[src/rtl/baud_pkg.sv]
// Purpose: shared constants, state encoding and helpers for the UART baud timebase.
// Latency: n/a (declarations only).
// Backpressure: n/a.
// Optional feature macro used by the timebase: BAUD_RESYNC_EN.
package baud_pkg;

  localparam int DIV_W_DEF     = 16;   // divisor / divide counter width
  localparam int OS_RATE_DEF   = 16;   // os_ticks per bit_tick
  localparam int RESET_DIV_DEF = 651;  // 100 MHz / 9600 / 16

  // Phase counter width for the default oversample rate.
  localparam int PHASE_W = $clog2(OS_RATE_DEF);

  typedef enum logic [1:0] {
    OFF  = 2'd0,
    RUN  = 2'd1,
    PEND = 2'd2
  } state_t;

  // Phase counter width for an arbitrary oversample rate (at least 1 bit).
  function automatic int phase_w(input int os_rate);
    return (os_rate < 2) ? 1 : $clog2(os_rate);
  endfunction

endpackage

[src/rtl/baud_div_counter.sv]
// Purpose: clk divider (div_cnt) and oversample phase counter (phase_cnt) producing os/bit ticks.
// Latency: ticks are combinational from the counter registers; counters update every edge.
// Backpressure: none; the timebase free-runs while run=1.
//
// Ports:
//   clk, rst      clock, synchronous active-high reset
//   run           controller is in a counting state
//   clear         zero both counters next edge (highest priority)
//   load_mid      restart mid-bit: div_cnt<=0, phase_cnt<=OS_RATE/2; suppresses ticks this cycle
//   div           divisor in effect (never 0)
//   bit_wrap      raw end-of-bit indication, not suppressed by load_mid
//   os_tick       oversample tick
//   bit_tick      bit tick
module baud_div_counter
  import baud_pkg::*;
#(
  parameter int DIV_W   = DIV_W_DEF,
  parameter int OS_RATE = OS_RATE_DEF
) (
  input  logic             clk,
  input  logic             rst,
  input  logic             run,
  input  logic             clear,
  input  logic             load_mid,
  input  logic [DIV_W-1:0] div,
  output logic             bit_wrap,
  output logic             os_tick,
  output logic             bit_tick
);

  localparam int PW = phase_w(OS_RATE);
  localparam logic [PW-1:0] PH_LAST = PW'(OS_RATE - 1);
  localparam logic [PW-1:0] PH_MID  = PW'(OS_RATE / 2);

  logic [DIV_W-1:0] div_cnt;
  logic [PW-1:0]    phase_cnt;
  logic [DIV_W-1:0] div_last;
  logic             os_wrap;

  assign div_last = div - DIV_W'(1);
  assign os_wrap  = run && (div_cnt == div_last);
  assign bit_wrap = os_wrap && (phase_cnt == PH_LAST);
  assign os_tick  = os_wrap && !load_mid;
  assign bit_tick = bit_wrap && !load_mid;

  always_ff @(posedge clk) begin
    if (rst || clear) begin
      div_cnt   <= '0;
      phase_cnt <= '0;
    end else if (load_mid) begin
      div_cnt   <= '0;
      phase_cnt <= PH_MID;
    end else if (run) begin
      if (os_wrap) begin
        div_cnt   <= '0;
        // OS_RATE is a power of two, so the natural wrap of PW bits is the wrap at OS_RATE-1.
        phase_cnt <= phase_cnt + PW'(1);
      end else begin
        div_cnt <= div_cnt + DIV_W'(1);
      end
    end
  end

endmodule

[src/rtl/baud_ctrl.sv]
// Purpose: UART baud timebase controller: FSM, shadow divisor and host config handshake.
// Latency: cfg accepted on the ready&valid edge; new divisor takes effect at the next bit boundary.
// Backpressure: cfg_ready drops while a divisor is pending and while rst is high.
//
// Ports:
//   clk, rst      clock, synchronous active-high reset
//   en            level; 1 = timebase running
//   resync        (only with BAUD_RESYNC_EN) restart the bit phase mid-bit
//   cfg_valid / cfg_ready / cfg_divisor   host divisor handshake
//   cfg_err       1-cycle pulse after a zero divisor was accepted (and ignored)
//   os_tick       oversample tick, bit_tick every OS_RATE-th os_tick
//   cur_div       divisor in effect, pending = a divisor waits for a bit boundary
// Build option: define BAUD_RESYNC_EN to add the resync input.
module baud_ctrl
  import baud_pkg::*;
#(
  parameter int DIV_W     = DIV_W_DEF,
  parameter int OS_RATE   = OS_RATE_DEF,
  parameter int RESET_DIV = RESET_DIV_DEF
) (
  input  logic             clk,
  input  logic             rst,
  input  logic             en,
`ifdef BAUD_RESYNC_EN
  input  logic             resync,
`endif
  input  logic             cfg_valid,
  output logic             cfg_ready,
  input  logic [DIV_W-1:0] cfg_divisor,
  output logic             cfg_err,
  output logic             os_tick,
  output logic             bit_tick,
  output logic [DIV_W-1:0] cur_div,
  output logic             pending
);

  state_t           state;
  logic [DIV_W-1:0] shadow;

  logic running;
  logic accept;
  logic accept_nz;
  logic bit_wrap;
  logic apply;
  logic clear;
  logic resync_eff;
  logic cnt_os;
  logic cnt_bit;

  assign running   = (state != OFF);
  assign cfg_ready = !rst && (state != PEND);
  assign accept    = cfg_valid && cfg_ready;
  assign accept_nz = accept && (cfg_divisor != '0);

  // The shadow divisor lands either at the end of the current bit or
  // immediately when the timebase is switched off while one is waiting.
  assign apply = (state == PEND) && (bit_wrap || !en);

  // Counters restart from zero in OFF, when leaving RUN, and whenever a new
  // divisor is applied, so the first bit under any divisor is full length.
  assign clear = (state == OFF) || ((state == RUN) && !en) || apply;

`ifdef BAUD_RESYNC_EN
  // Applying a pending divisor owns the counters in that cycle.
  assign resync_eff = resync && running && !apply;
`else
  assign resync_eff = 1'b0;
`endif

  baud_div_counter #(
    .DIV_W   (DIV_W),
    .OS_RATE (OS_RATE)
  ) u_cnt (
    .clk      (clk),
    .rst      (rst),
    .run      (running),
    .clear    (clear),
    .load_mid (resync_eff),
    .div      (cur_div),
    .bit_wrap (bit_wrap),
    .os_tick  (cnt_os),
    .bit_tick (cnt_bit)
  );

  assign os_tick  = !rst && cnt_os;
  assign bit_tick = !rst && cnt_bit;
  assign pending  = (state == PEND);

  always_ff @(posedge clk) begin
    if (rst) begin
      state   <= OFF;
      cur_div <= DIV_W'(RESET_DIV);
      shadow  <= '0;
      cfg_err <= 1'b0;
    end else begin
      // A zero divisor completes the handshake but changes nothing else.
      cfg_err <= accept && (cfg_divisor == '0);
      case (state)
        OFF: begin
          if (accept_nz) cur_div <= cfg_divisor;
          if (en) state <= RUN;
        end
        RUN: begin
          if (!en) begin
            // Timebase is stopping, so there is no bit to protect: take it directly.
            state <= OFF;
            if (accept_nz) cur_div <= cfg_divisor;
          end else if (accept_nz) begin
            shadow <= cfg_divisor;
            state  <= PEND;
          end
        end
        PEND: begin
          if (apply) begin
            cur_div <= shadow;
            state   <= en ? RUN : OFF;
          end
        end
        default: state <= OFF;
      endcase
    end
  end

endmodule

[config.mk]
export PLATFORM = sky130hd
export DESIGN_NAME = baud_ctrl
export DESIGN_NICKNAME = d
export VERILOG_FILES = /design/src/rtl/baud_pkg.sv /design/src/rtl/baud_div_counter.sv /design/src/rtl/baud_ctrl.sv
export SDC_FILE = /design/constraint.sdc
export NUM_CORES = 1
export LEC_CHECK = 0
export BUFFER_PORTS_ARGS = -buffer_cell sky130_fd_sc_hd__buf_2
export CAP_MARGIN = 30
export CORE_MARGIN = 2
export CORE_UTILIZATION = 25
export DETAILED_ROUTE_END_ITERATION = 12
export GPL_TIMING_DRIVEN = 0
export PLACE_DENSITY = 0.5
export RECOVER_POWER = 25
export SLEW_MARGIN = 20
export SYNTH_ARGS = -nofsm -noshare
export SYNTH_HDL_FRONTEND = slang
export SYNTH_SLANG_ARGS = --single-unit
[constraint.sdc]
create_clock -name clk -period 4.4 [get_ports clk]
set_input_delay 0.88 -clock clk [delete_from_list [all_inputs] [get_ports clk]]
set_output_delay 0.88 -clock clk [all_outputs]
set_load 0.1 [all_outputs]
==> out/metrics.cfg <==
[status]
status=complete, no violations

[timing]
period_needed_ns=4.23
rsz0062_at_grt=false
drv_slew=0
setup_viol=0
tns_ns=0
post-route-period-util_pct=96.1
hold_slack_ns=0.474
slew_headroom_pct=18.4
finalHoldViolCount=0
fin_skew_ns=0.0123
max_freq_mhz=236
worstMarginPinSlew_ns=1.23

[clock_network]
clk_latency_ns=0.30
htreeDepth=2
root_buffer=clkbuf_16
cts_tree=yes
hold_buffers=0
cts_sinks=55
cts_buffer_depth=2
path_clk_slew_ns=0.08
cts_made_buffers=5

[synth]
synth_cells=354
synth-seq-cells=55
syn-num-nets=377
async_flop_share_pct=0
synth_edf_count=0
synth_top_area_cell=dfxtp_1
ys.flop_type=dfxtp_1
synth_most_common_cell=dfxtp_1
yosysWarnings=0
yosys-top-cells-count=dfxtp_1, nor2_1, mux2i_1
synth.distinct_cells=45
yosys-top-cells-area=dfxtp_1, mux2i_1, nor2_1, xor2_1, xnor2_1
syn_avg_cell_area_um2=8.48
ys_seq_area_share_pct=36.7
netlist.area_leader.share_pct=36.7
synth_area_mm2=0.00300

[setup_path]
arrival_ns=3.35
start_kind=flop
crit_fanout=6
crit_type=flop to primary output
rrSetupSlack_ns=0.94
cp-end-kind=primary output
cp.required_ns=3.52

[drt]
drc_errors=0
ant_nets=0
num_vias=2587
wl_met1_um=3640
routed_wl_um=7680
wl_met3_um=243
highest_layer=met4
wl_per_cell_um=14.0
wl_met2_um=3700
drt_iter0_drc=80
via_per_inst=4.70
drt-pass1-iter-count=4

[floorplanning]
io_pins=41
chipHeight_um=114
rows=40
core_region_area_mm2=0.0119
die_w_um=114
initial_core_util_pct=25.3
die_area_mm2=0.0129

[grt]
gr-usage-all-layers_pct=12.3
grt_pass1_vias=2588
grt_overflow=0
grt_max_degree=19
antenna_found_initial=0
grt_pass1_wl_um=12800

[pwr]
irDropWorstVdd_uv=179
p_leak_nw=1.33
power_density_mw_per_mm2=317

[place]
dpl.hpwl_um=5990
portBuffers=39
place_inst=540
routabilityCongestion=0.805

[layout]
layout.cells.non_filler=550
drive_gt1_share_pct=12.7
area_delta_synth_final_pct=19.0
antenna_cells=0
nets=425
utilization_pct=30.1

[run]
cap_violations=0

[min_path]
hold_path.class=flop to flop

==> final timing paths <==
path                                          end                       startpoint  cells past startpoint
setup reg to reg    u_cnt.div_cnt[6]$_SDFFE_PP0N_          cur_div[0]$_SDFFE_PP1P_                     12
hold reg to reg   u_cnt.phase_cnt[1]$_SDFFE_PP0P_  u_cnt.phase_cnt[1]$_SDFFE_PP0P_                      2
setup / recovery                          os_tick          cur_div[0]$_SDFFE_PP1P_                     10
hold / removal    u_cnt.phase_cnt[1]$_SDFFE_PP0P_  u_cnt.phase_cnt[1]$_SDFFE_PP0P_                      2
==> logic make-up (layout without fill, tap and decap cells) <==
family | Yosys count | after routing | synth area share (%)
compound gates | 47 | 47 | 9.71
buf+inv | 25 | 74 | 3.54
xor+xnor | 32 | 32 | 9.34
fa+ha+maj | 3 | 3 | 1.25
mux | 34 | 34 | 11.3
simple gates | 158 | 158 | 28.1
flops | 55 | 55 | 36.7
==> worst max-delay path: stages (launching register included) <==
cell and delay [ns]:
dfxtp_2 0.37, inv_1 0.07, ha_2 0.22, or4b_4 0.51, nor4_2 0.29, xnor2_1 0.16, nand4_1 0.11, or4_4 0.55
or3_4 0.44, nor2_4 0.14, buf_12 0.18
==> cell type report <==
| cell class | instances | area [µm²] |
|---|---|---|
| buffer | 18 | 78.8 |
| clock buffer | 5 | 125 |
| clock inverter | 3 | 22.5 |
| fill | 1260 | 8290 |
| inverter | 7 | 26.3 |
| multi-input combinational | 274 | 1830 |
| sequential | 55 | 1100 |
| tap | 147 | 184 |
| timing repair buffer | 41 | 203 |
==> cells in the final DEF (no fill, tap or decap), drive strengths merged, types with 2 or more instances in the layout <==
cell	synthesis	layout
o21ai	9	9
ha	3	3
xor2	18	18
and3	5	5
a31oi	2	2
nor2b	4	4
buf	7	29
clkinv	0	2
mux2i	34	34
a211oi	5	5
and3b	3	3
nand4	5	5
nand3	22	22
and2	5	5
or4	2	2
nand2b	3	3
a21oi	19	19
or3	8	8
or2	2	2
a21o	2	2
nor3	7	7
nor3b	12	12
dfxtp	55	55
nor2	49	49
nand2	19	19
nor4	8	8
clkbuf	11	35
xnor2	14	14
a21boi	2	2
inv	7	8
==> power by group <==
part           leakage, nW  switching [mW]  internal (mW)  total (mW)
Sequential           0.445          0.0212          0.510       0.531
Clock               0.0742           0.198          0.214       0.411
Combinational        0.807           0.140         0.0502       0.190
Total                 1.33           0.359          0.774        1.13
==> metal layers <==
| layer | vias up | global-route usage [%] |
|---|---|---|
| met1 | 1192 | 15.4 |
| met3 | 8 | 2.02 |
| li1 | 1345 | - |
| met5 | - | 0 |
| met2 | 42 | 21.9 |
| met4 | 0 | 3.41 |
==> per-stage QoR <==
step                      cell area, µm²  worst slack, ns  total power, mW
final                               3570            0.170             1.13
after global routing                3570           0.0196             1.18
after CTS                           3570          0.00315             1.15
after detailed placement            3400           0.0694            0.736
after global placement              3400           0.0577            0.734
after floorplan                     3030           0.0492            0.687
==> flip-flops by register name, summed over array words and instances, names as in the netlist <==
signal,flops
cfg_err,1
cur_div,16
shadow,16
state,2
u_cnt.div_cnt,16
u_cnt.phase_cnt,4
==> what timing repair did <==
item	in CTS	in global routing
gates cloned	0	0
endpoints found under the setup margin	1	2
resized for setup	4	3
pin swaps	0	0
buffers inserted	0	2
Note: power is estimated with default switching activity, not from simulation.
